## src/rtl/keypad_pkg.sv

```systemverilog
// Shared keypad definitions: FSM states, geometry, and row priority helper.
package keypad_pkg;

  localparam int KEY_CODE_W = 4;
  localparam int NUM_COLS   = 4;
  localparam int NUM_ROWS   = 4;

  typedef enum logic [1:0] {
    SCAN     = 2'd0,
    DEBOUNCE = 2'd1,
    PRESSED  = 2'd2,
    RELEASE  = 2'd3
  } state_t;

  // Lowest-index asserted row wins when several keys share a column.
  function automatic logic [1:0] lowest_row(input logic [NUM_ROWS-1:0] r);
    if (r[0])      return 2'd0;
    else if (r[1]) return 2'd1;
    else if (r[2]) return 2'd2;
    else           return 2'd3;
  endfunction

endpackage

```

## src/rtl/sync_2ff.sv

```systemverilog
// Generic two-flop synchronizer for asynchronous level inputs.
module sync_2ff #(
  parameter int WIDTH = 1
) (
  input  logic             clk,
  input  logic             rst_n,
  input  logic [WIDTH-1:0] d,
  output logic [WIDTH-1:0] q
);

  logic [WIDTH-1:0] meta;

  // First flop may go metastable; second flop gives it a full cycle to resolve.
  always_ff @(posedge clk or negedge rst_n) begin
    if (!rst_n) begin
      meta <= '0;
      q    <= '0;
    end else begin
      meta <= d;
      q    <= meta;
    end
  end

endmodule

```

## src/rtl/keypad_scan_ctrl.sv

```systemverilog
// 4x4 keypad scanner: one-hot column drive, row debounce, press/hold/release tracking.
module keypad_scan_ctrl
  import keypad_pkg::*;
#(
  parameter int SETTLE_CYCLES  = 4,
  parameter int DEBOUNCE_LIMIT = 25000
) (
  input  logic                  clk,
  input  logic                  rst_n,
  input  logic [NUM_ROWS-1:0]   row,
  output logic [NUM_COLS-1:0]   col,
  output logic [KEY_CODE_W-1:0] key_code,
  output logic                  key_valid,
  output logic                  key_held
);

  localparam int CNT_MAX = (DEBOUNCE_LIMIT > SETTLE_CYCLES) ? DEBOUNCE_LIMIT : SETTLE_CYCLES;
  localparam int CW      = $clog2(CNT_MAX + 1);
  localparam logic [CW-1:0] SETTLE_END = CW'(SETTLE_CYCLES);
  localparam logic [CW-1:0] DB_END     = CW'(DEBOUNCE_LIMIT - 1);

  state_t              state;
  logic [CW-1:0]       cnt;
  logic [1:0]          col_idx;
  logic [1:0]          row_idx;
  logic [NUM_ROWS-1:0] row_pat;
  logic [NUM_ROWS-1:0] row_s;

  sync_2ff #(.WIDTH(NUM_ROWS)) u_row_sync (
    .clk   (clk),
    .rst_n (rst_n),
    .d     (row),
    .q     (row_s)
  );

  // Scan/debounce FSM; col rotates so it stays one-hot by construction.
  always_ff @(posedge clk or negedge rst_n) begin
    if (!rst_n) begin
      state     <= SCAN;
      cnt       <= '0;
      col_idx   <= 2'd0;
      col       <= 4'b0001;
      row_idx   <= 2'd0;
      row_pat   <= '0;
      key_code  <= '0;
      key_valid <= 1'b0;
      key_held  <= 1'b0;
    end else begin
      key_valid <= 1'b0;
      case (state)
        SCAN: begin
          if (cnt != SETTLE_END) begin
            cnt <= cnt + 1'b1;
          end else begin
            cnt <= '0;
            if (|row_s) begin
              state   <= DEBOUNCE;
              row_pat <= row_s;
              row_idx <= lowest_row(row_s);
            end else begin
              col_idx <= col_idx + 2'd1;
              col     <= {col[NUM_COLS-2:0], col[NUM_COLS-1]};
            end
          end
        end
        DEBOUNCE: begin
          // Any change in the row pattern restarts the scan on this column.
          if (row_s != row_pat) begin
            state <= SCAN;
            cnt   <= '0;
          end else if (cnt == DB_END) begin
            state     <= PRESSED;
            cnt       <= '0;
            key_code  <= {col_idx, row_idx};
            key_valid <= 1'b1;
            key_held  <= 1'b1;
          end else begin
            cnt <= cnt + 1'b1;
          end
        end
        PRESSED: begin
          // Only the accepted row matters; other keys in the column are ignored.
          if (!row_s[row_idx]) begin
            state <= RELEASE;
            cnt   <= '0;
          end
        end
        RELEASE: begin
          if (row_s[row_idx]) begin
            state <= PRESSED;
            cnt   <= '0;
          end else if (cnt == DB_END) begin
            state    <= SCAN;
            cnt      <= '0;
            key_held <= 1'b0;
            col_idx  <= col_idx + 2'd1;
            col      <= {col[NUM_COLS-2:0], col[NUM_COLS-1]};
          end else begin
            cnt <= cnt + 1'b1;
          end
        end
        default: begin
          state <= SCAN;
          cnt   <= '0;
        end
      endcase
    end
  end

endmodule

```

## config.mk

```make
export PLATFORM = sky130hd
export DESIGN_NAME = keypad_scan_ctrl
export DESIGN_NICKNAME = d
export VERILOG_FILES = /design/src/rtl/keypad_pkg.sv /design/src/rtl/sync_2ff.sv /design/src/rtl/keypad_scan_ctrl.sv
export SDC_FILE = /design/constraint.sdc
export NUM_CORES = 1
export LEC_CHECK = 0
export ABC_AREA = 1
export CORE_AREA = 5 5 66 68
export DETAILED_ROUTE_END_ITERATION = 8
export DIE_AREA = 0 0 71 73
export PLACE_DENSITY = 0.76
export RECOVER_POWER = 100
export SKIP_CTS_REPAIR_TIMING = 1
export SLEW_MARGIN = 40
export SYNTH_ARGS = -nofsm -noshare
export SYNTH_HDL_FRONTEND = slang
export SYNTH_HIERARCHICAL = 1
export SYNTH_SLANG_ARGS = --single-unit
export TNS_END_PERCENT = 1
```

## constraint.sdc

```tcl
create_clock -name clk -period 2.3 [get_ports clk]
set_input_delay 0.69 -clock clk [delete_from_list [all_inputs] [get_ports clk]]
set_output_delay 0.69 -clock clk [all_outputs]
set_load 0.03 [all_outputs]
```

==> impl_metrics.ini, run 1 <==
[global_route]
antenna_found_initial = 0
grt_usage = 0.170
grt_pass1_wl_mm = 6.91
grt_pass1_vias = 1602
grt_max_degree = 44
grt.overflow.total = 0

[route]
drtPass1Iterations = 5
drt_iter0_markers = 101
route.vias.total = 1718
wl_per_cell_um = 12.0
drt-vias-per-instance = 5.10
ant_nets = 0
drcViolationCount = 0
wl_mm = 4.03

[critical_path]
cp_max_fo = 3
path_class = flop to output pin
worst_ep_required_time_ns = 1.61
slowest_delay_ns = 0.67
critical_path_buf_inv_count = 1
critPathSlowestCell = clkdlybuf4s50_1
path_cells = clkdlybuf4s50_1
path_delay_family = buffers and inverters
arrival_ns = 1.51
start_kind = flop
end_kind = output pin

[synthesis]
syn_nets = 274
syn_area_per_cell_um2 = 8.10
synth-seq-area-share = 0.500
netlist_instances = 266
ys_ff_latch = 43
yosys_warnings = 6
yosysUniqueCellTypes = 27
synth_area_um2 = 2150

[clock_network]
insertion_delay_ns = 0.29
clock_tree.root_cell = clkbuf_8
path_clk_slew_ns = 0.08
cts_buffer_depth = 2
clock_sinks = 43
h-tree-depth = 2
cts_tree = done
numCtsBuffers = 5

[floorplan]
core_um2 = 3800
ios = 16
rows = 23
die_w_um = 71
die_h_um = 73
start_util = 0.567
die_area_um2 = 5180

[sta]
finalCriticalPeriod_ns = 2.20
fin_tns_setup_ns = 0
finalSetupViolCount = 0
finalHoldViolCount = 0
rsz0062_at_grt = false
fin_crit_sh = 0.956
worst_slew_pin_slew_ns = 1.03
slew_viol_final = 0
final.setup_skew_ns = 0.00269
fmax_mhz = 455
slew_headroom = 0.312

[cells_and_area]
final_nets = 294
nFillCells = 343
seq_area_um2 = 1080
area_growth_pct = 12.6
fin_util = 0.638
diodes = 0
multi_input_area_um2 = 887
layout-drive-gt1-share = 0.0941

[placement]
gp_congestion = 0.865
port_buffers = 15
hpwl_mm = 2.99

[pwr]
power_leakage_nw = 1.22
peakVddDrop_uv = 629
powerDensity_nw_per_um2 = 949

[job]
drv_cap = 0

[outcome]
status = completed

[min_path]
hp-class = flop to flop
[where the power goes]
group,internal [mW],switching (mW)
clock,0.323,0.257
combinational,0.237,0.454
sequential,0.904,0.125
[state kept, by name, indices dropped and copies added, names as in the netlist]
| name | count |
|---|---|
| cnt | 15 |
| col | 4 |
| key_code | 4 |
| row_pat | 4 |
| u_row_sync/meta | 4 |
| u_row_sync/q | 4 |
| col_idx | 2 |
| row_idx | 2 |
| state | 2 |
| key_held | 1 |
| key_valid | 1 |
[layout make-up]
cell class	instances	area share
repair buffers	16	0.0620
clock buffers	5	0.0284
multi-input cells	185	0.366
well taps	50	0.0258
flip-flops and latches	43	0.445
inverters	35	0.0552
clock inverters	3	0.0181
[cells in the final DEF, fill, tap and decap left out, drive strengths merged, types with 2 or more instances in the layout]
master       netlist  routed
inv               35      35
nand2             75      75
nor2              38      38
clkbuf             0       6
ha                 2       2
dlygate4sd3        0      13
clkinv             0       2
o21ai             13      13
dfrtp             42      42
a21oi              8       8
nand3b             2       2
nand4              8       8
xor2              11      11
nor3               3       3
nand3             24      24
[final timing paths]
kind,from,end,slack (ns),cells after the start
setup / recovery,col[0],col[0],0.10,1
hold / removal,u_row_sync/meta[3],u_row_sync/q[3],0.36,0
setup reg to reg,cnt[0],col[1],0.39,8
hold reg to reg,u_row_sync/meta[3],u_row_sync/q[3],0.36,0
max in group asynchronous,rst_n,cnt[10],1.02,2
min in group asynchronous,rst_n,cnt[5],0.64,2
[per-stage QoR]
step	power, mW	std cells	hold slack (ns)	setup WS (ns)	area, um^2
final	2.30	337	0.358	0.101	2420
after global routing	2.47	337	0.373	0.0478	2420
after CTS	2.37	337	0.360	0.0841	2460
after detailed placement	1.78	329	0.340	0.426	2340
after global placement	1.75	329	0.333	0.423	2340
after floorplan	1.57	266	0.331	0.832	2150
[cells in the mapped netlist, drive strengths merged]
library cell / count / area, um^2
and2: 1 / 6.26
nand2: 75 / 294
o21ai: 13 / 68.8
inv: 35 / 134
dfrtp: 42 / 1050
ha: 2 / 25.0
nand3b: 2 / 15.0
nor2: 38 / 160
nor3: 3 / 15.0
xor2: 11 / 96.3
nand4: 8 / 56.3
buf: 3 / 23.8
dfstp: 1 / 26.3
a21oi: 8 / 51.3
nand3: 24 / 130
[cells by family (layout without fill, tap and decap cells)]
family | count (synthesis) | in the layout | share of synthesized area
AOI/OAI and AO/OA | 21 | 21 | 0.0558
xor gates and xnor gates | 11 | 11 | 0.0447
adders and majority gates | 2 | 2 | 0.0116
buffers and inverters | 38 | 59 | 0.0732
DFF | 43 | 43 | 0.500
and+or+nand+nor | 151 | 151 | 0.314
[metal layers]
layer  global-route usage  share of wire
met5                    0              0
met4               0.0564          0.013
met3               0.0441          0.043
met2                0.275           0.47
met1                0.223           0.47
(Power assumes the default switching activity.)
==> run 2, diff against run 1 <==
CORE_AREA = 5 5 72 74   (was 5 5 66 68)
DIE_AREA = 0 0 77 79   (was 0 0 71 73)
PLACE_DENSITY = 0.75   (was 0.76)
SYNTH_HIERARCHICAL = default   (was 1)
==> run 2 against run 1 <==
Effect of this change: critical path depth stayed put; maximum frequency is 0.79% higher; via count is 36% higher; sequential power hardly changed; register-to-register slack better by 0.02 ns; die area is 17% higher; worst hold slack worse by 0.0065 ns; worst setup slack better by 0.017 ns; area after synthesis is 20% higher; first-iteration DRC count is 94% higher; critical path type unchanged; largest power group unchanged; highest routed layer unchanged.
==> impl_metrics.ini, run 2 <==
[min_path]
hp-class = flop to flop
min-delay-start = u_row_sync.meta[2]
hold_depth = 0
min_to = u_row_sync.q[2]

[critical_path]
path_class = flop to output pin
timing.rr.end = row_idx[0]
ff2ff_path_depth = 7
reg2reg_slack_ns = 0.41
start_kind = flop
worst_ep_required_time_ns = 1.61
path_delay_family = buffers and inverters
critical_path_buf_inv_count = 1
slowest_delay_ns = 0.66
path_cells = clkdlybuf4s50_1
crit-reg2reg-launch = cnt[10]
arrival_ns = 1.49
cp_max_fo = 2
end_kind = output pin
critPathSlowestCell = clkdlybuf4s50_1

[cells_and_area]
multi_input_area_um2 = 1240
regMostFlops = cnt
diodes = 0
layout-drive-gt1-share = 0.120
final_common_cell = nand2_1
seq_area_um2 = 1080
final_cell_mix = nand2_1 (94), dfrtp_1 (42), inv_1 (40), nand3_1 (40), nand4_1 (28)
area_growth_pct = 10.9
nFillCells = 418
final_nets = 373
largest_reg_flops = 15

[pwr]
power_leakage_nw = 1.40
peakVddDrop_uv = 544
p_int_mw = 1.62
p_sw_mw = 1.09
switching_share = 0.403
powerDensity_nw_per_um2 = 945
comb_power_share = 0.376
p_total_mw = 2.71
power_frac_clock = 0.231
pwr-share-seq = 0.393

[synthesis]
synth-seq-area-share = 0.417
yosys_warnings = 0
synth_edf_count = 0
synth_area_um2 = 2580
synth_ff_type = dfrtp_1
yosysUniqueCellTypes = 30
synth.top_cell.area_share = 0.407
synthArstFlopShare = 1.00
yosysMostFrequentCell = nand2_1
ys_ff_latch = 43
syn_area_per_cell_um2 = 7.47
yosysTopAreaCell = dfrtp_1
syn_nets = 354
netlist_instances = 346
ys_top_cells_by_area = dfrtp_1 (41%), nand2_1 (13%), nand3_1 (7.6%)
synth.top_cells.by_count = nand2_1 (91), dfrtp_1 (42), inv_1 (40), nand3_1 (39), nand4_1 (28)

[clock_network]
clock_sinks = 43
h-tree-depth = 2
numCtsBuffers = 5
path_clk_slew_ns = 0.08
cts_buffer_depth = 2
clock_tree.root_cell = clkbuf_8
insertion_delay_ns = 0.30
cts_tree = done

[global_route]
grt.overflow.total = 0
grt_usage = 0.210
antenna_found_initial = 0
grt_max_degree = 23
grt_pass1_vias = 2206
grt_pass1_wl_mm = 10.4

[route]
drtPass1Iterations = 5
drcViolationCount = 0
drt-vias-per-instance = 5.58
ant_nets = 0
drt_iter0_markers = 196
wl_mm = 5.91
route.vias.total = 2342
wl_per_cell_um = 14.1

[sta]
worst_slew_pin_slew_ns = 1.11
slew_viol_final = 0
rsz0062_at_grt = false
finalHoldViolCount = 0
fin_crit_sh = 0.949
final.setup_skew_ns = 0.00599
finalCriticalPeriod_ns = 2.18
fin_tns_setup_ns = 0
finalSetupViolCount = 0
fmax_mhz = 458
slew_headroom = 0.260

[placement]
port_buffers = 15
hpwl_mm = 4.50
gp_congestion = 0.956

[floorplan]
die_area_um2 = 6080
ios = 16
die_w_um = 77
die_h_um = 79
rows = 25
start_util = 0.570
core_um2 = 4540

[outcome]
status = completed

[job]
drv_cap = 0
==> run 2: cell types whose count changed in the layout (fill, tap and decap cells not counted), sizes merged, moves of 6 or more <==
cell	previous run	this run
nand2	75	103
xor2	11	5
inv	35	45
nand3	24	40
nand4	8	28
o21ai	13	19
==> run 2: kinds of logic after synthesis <==
| kind of cell | count (synthesis) | synth area share |
|---|---|---|
| flops | 43 | 0.417 |
| compound gates | 27 | 0.0639 |
| fa+ha+maj | 2 | 0.00968 |
| buf+inv | 54 | 0.0872 |
| simple gates | 215 | 0.405 |
| xor+xnor | 5 | 0.0169 |
==> run 2: final cells by class <==
| type | instances | share of cell area |
|---|---|---|
| clock buffers | 6 | 0.0288 |
| clock inverters | 2 | 0.0135 |
| inverters | 44 | 0.0576 |
| well taps | 54 | 0.0236 |
| flip-flops and latches | 43 | 0.376 |
| repair buffers | 22 | 0.0664 |
| multi-input cells | 249 | 0.434 |
==> run 2: worst max path at each step <==
stage	start	end	slack (ns)	cells after the start
after floorplan	cnt[0]	cnt[8]	0.85	10
after global placement	col[0]	col[0]	0.45	1
after detailed placement	col[0]	col[0]	0.44	1
after CTS	col[0]	col[0]	0.10	1
after global routing	col[0]	col[0]	0.1	1
final	col[0]	col[0]	0.12	1
==> run 2: metrics by stage <==
stage | util | instance area [um^2] | std cells | hold slack, ns | setup slack (ns)
detailed placement | 0.618 | 2800 | 412 | 0.336 | 0.435
CTS | 0.644 | 2920 | 420 | 0.355 | 0.104
floorplan | - | 2580 | 346 | 0.331 | 0.846
global placement | 0.618 | 2800 | 412 | 0.331 | 0.445
finish | 0.632 | 2870 | 420 | 0.351 | 0.118
global route | 0.632 | 2870 | 420 | 0.356 | 0.0953
==> run 2: power by group through the flow <==
stage	Combinational, mW	Clock (mW)	Sequential (mW)
2_1_floorplan	0.697	0	1.12
3_3_place_gp	1.03	0	1.07
3_5_place_dp	1.07	0	1.08
4_1_cts	1.07	0.643	1.07
5_1_grt	1.13	0.678	1.09
6_report	1.02	0.626	1.06
==> run 2: metal layers <==
| metal | vias up | share of wire | GRT usage |
|---|---|---|---|
| met4 | 0 | 0.012 | 0.0808 |
| met2 | 84 | 0.45 | 0.321 |
| met5 | - | 0 | 0 |
| met1 | 1083 | 0.45 | 0.300 |
| met3 | 8 | 0.087 | 0.0351 |
| li1 | 1167 | - | - |
==> run 3, diff against run 2 <==
PLACE_DENSITY = 0.81   (was 0.75)
==> run 3 against run 2 <==
Effect of this change: combinational power is essentially flat; register-to-register slack worse by 0.15 ns; clock power is 0.6% higher; sequential cell count did not move; largest cell class unchanged; power is 0.25% lower; critical endpoint unchanged.
==> impl_metrics.ini, run 3 (same netlist as run 2, synthesis figures left out) <==
[placement]
dp_slack_ns = 0.445
hpwl_mm = 4.42
gp_congestion = 0.975
port_buffers = 15

[cells_and_area]
area_growth_pct = 10.9
nFillCells = 396
layout-drive-gt1-share = 0.118
largest_reg_flops = 15
final_common_cell = nand2_1
final_cell_mix = nand2_1 (94), dfrtp_1 (42), inv_1 (40)
regMostFlops = cnt
final_nets = 372
diodes = 0

[min_path]
hp-class = flop to flop
min-delay-start = u_row_sync.meta[2]

[critical_path]
path_class = flop to output pin
path_delay_family = buffers and inverters
critical_path_buf_inv_count = 1
slowest_delay_ns = 0.66
startpoint = col[0]
arrival_ns = 1.48
crit-reg2reg-launch = row_idx[0]
path_cells = clkdlybuf4s50_1
start_kind = flop
end_kind = output pin
critPathSlowestCell = clkdlybuf4s50_1
cp_max_fo = 2
worst_ep_required_time_ns = 1.61

[clock_network]
cts_tree = done
h-tree-depth = 2
numCtsBuffers = 5
insertion_delay_ns = 0.29
cts_buffer_depth = 2
clock_sinks = 43
clock_tree.root_cell = clkbuf_8
path_clk_slew_ns = 0.09

[route]
wl_mm = 5.93
ant_nets = 0
drt-vias-per-instance = 5.53
wl_per_cell_um = 14.2
drtPass1Iterations = 4
route.vias.total = 2317
drt_iter0_markers = 230
drcViolationCount = 0

[global_route]
grt_max_degree = 24
grt_pass1_wl_mm = 10.3
antenna_found_initial = 0
grt.overflow.total = 0
grt_pass1_vias = 2229
grt_usage = 0.207

[sta]
rsz0062_at_grt = false
slew_viol_final = 0
fin_crit_sh = 0.942
final.setup_skew_ns = 0.00835
finalCriticalPeriod_ns = 2.17
worst_slack_ns = 0.134
fin_tns_setup_ns = 0
hold_ws_ns = 0.356
finalSetupViolCount = 0
finalHoldViolCount = 0
fmax_mhz = 462
worst_slew_pin_slew_ns = 1.07
slew_headroom = 0.286

[job]
drv_cap = 0

[pwr]
power_leakage_nw = 1.39
peakVddDrop_uv = 529
powerDensity_nw_per_um2 = 942

[outcome]
status = completed

[floorplan]
die_area_um2 = 6080
core_um2 = 4540
die_w_um = 77
rows = 25
ios = 16
die_h_um = 79
start_util = 0.570
## run 3: changes by cell type in the layout (fill, tap and decap cells not counted)
cell      previous run  this run
nand3_1             40        39
nand3_4              0         1
buf_4                5         3
clkbuf_1             2         3
## run 3: stage by stage
step,utilization,power [mW],cell area [um^2],instances
floorplan,-,1.82,2580,346
global placement,0.616,2.08,2790,411
detailed placement,0.616,2.14,2790,411
CTS,0.643,2.77,2920,419
global route,0.632,2.89,2870,419
finish,0.632,2.70,2870,419
## run 3: final timing paths
path | slack, ns | depth (start not counted) | to
max in group asynchronous | 0.59 | 2 | state[1]
hold reg to reg | 0.36 | 0 | u_row_sync.q[2]
min in group asynchronous | 0.56 | 1 | row_pat[3]
hold / removal | 0.36 | 0 | u_row_sync.q[2]
setup / recovery | 0.13 | 1 | col[0]
setup reg to reg | 0.26 | 11 | cnt[0]
## run 3: per-layer routing
layer  GRT usage  routed length [um]  part of all wire
met1       0.276                2670              0.45
met2       0.351                2880              0.49
met3      0.0374                 304             0.051
met4      0.0533                  74             0.012
met5           0                   0                 0
## run 3: worst register-to-register path, cell delays in order, from the launching register on
cell      delay [ns]
dfrtp_1         0.42
inv_1           0.09
nand2_1         0.06
nand3_1         0.06
nand2_1         0.27
clkbuf_1        0.34
nand2_1         0.13
nand2_1         0.09
nand2_1         0.09
nand2_1         0.13
nand2_1         0.12
o21ai_0         0.17
## run 3: area by class of cell
type / count / area, um^2 / area share
inverters: 44 / 165 / 0.0576
well taps: 54 / 67.6 / 0.0236
multi-input cells: 249 / 1260 / 0.438
repair buffers: 21 / 179 / 0.0624
flip-flops and latches: 43 / 1080 / 0.376
clock buffers: 6 / 82.6 / 0.0288
clock inverters: 2 / 38.8 / 0.0135
## run 3: power breakdown
part | switching [mW] | internal (mW)
sequential | 0.153 | 0.915
combinational | 0.683 | 0.321
clock | 0.272 | 0.357
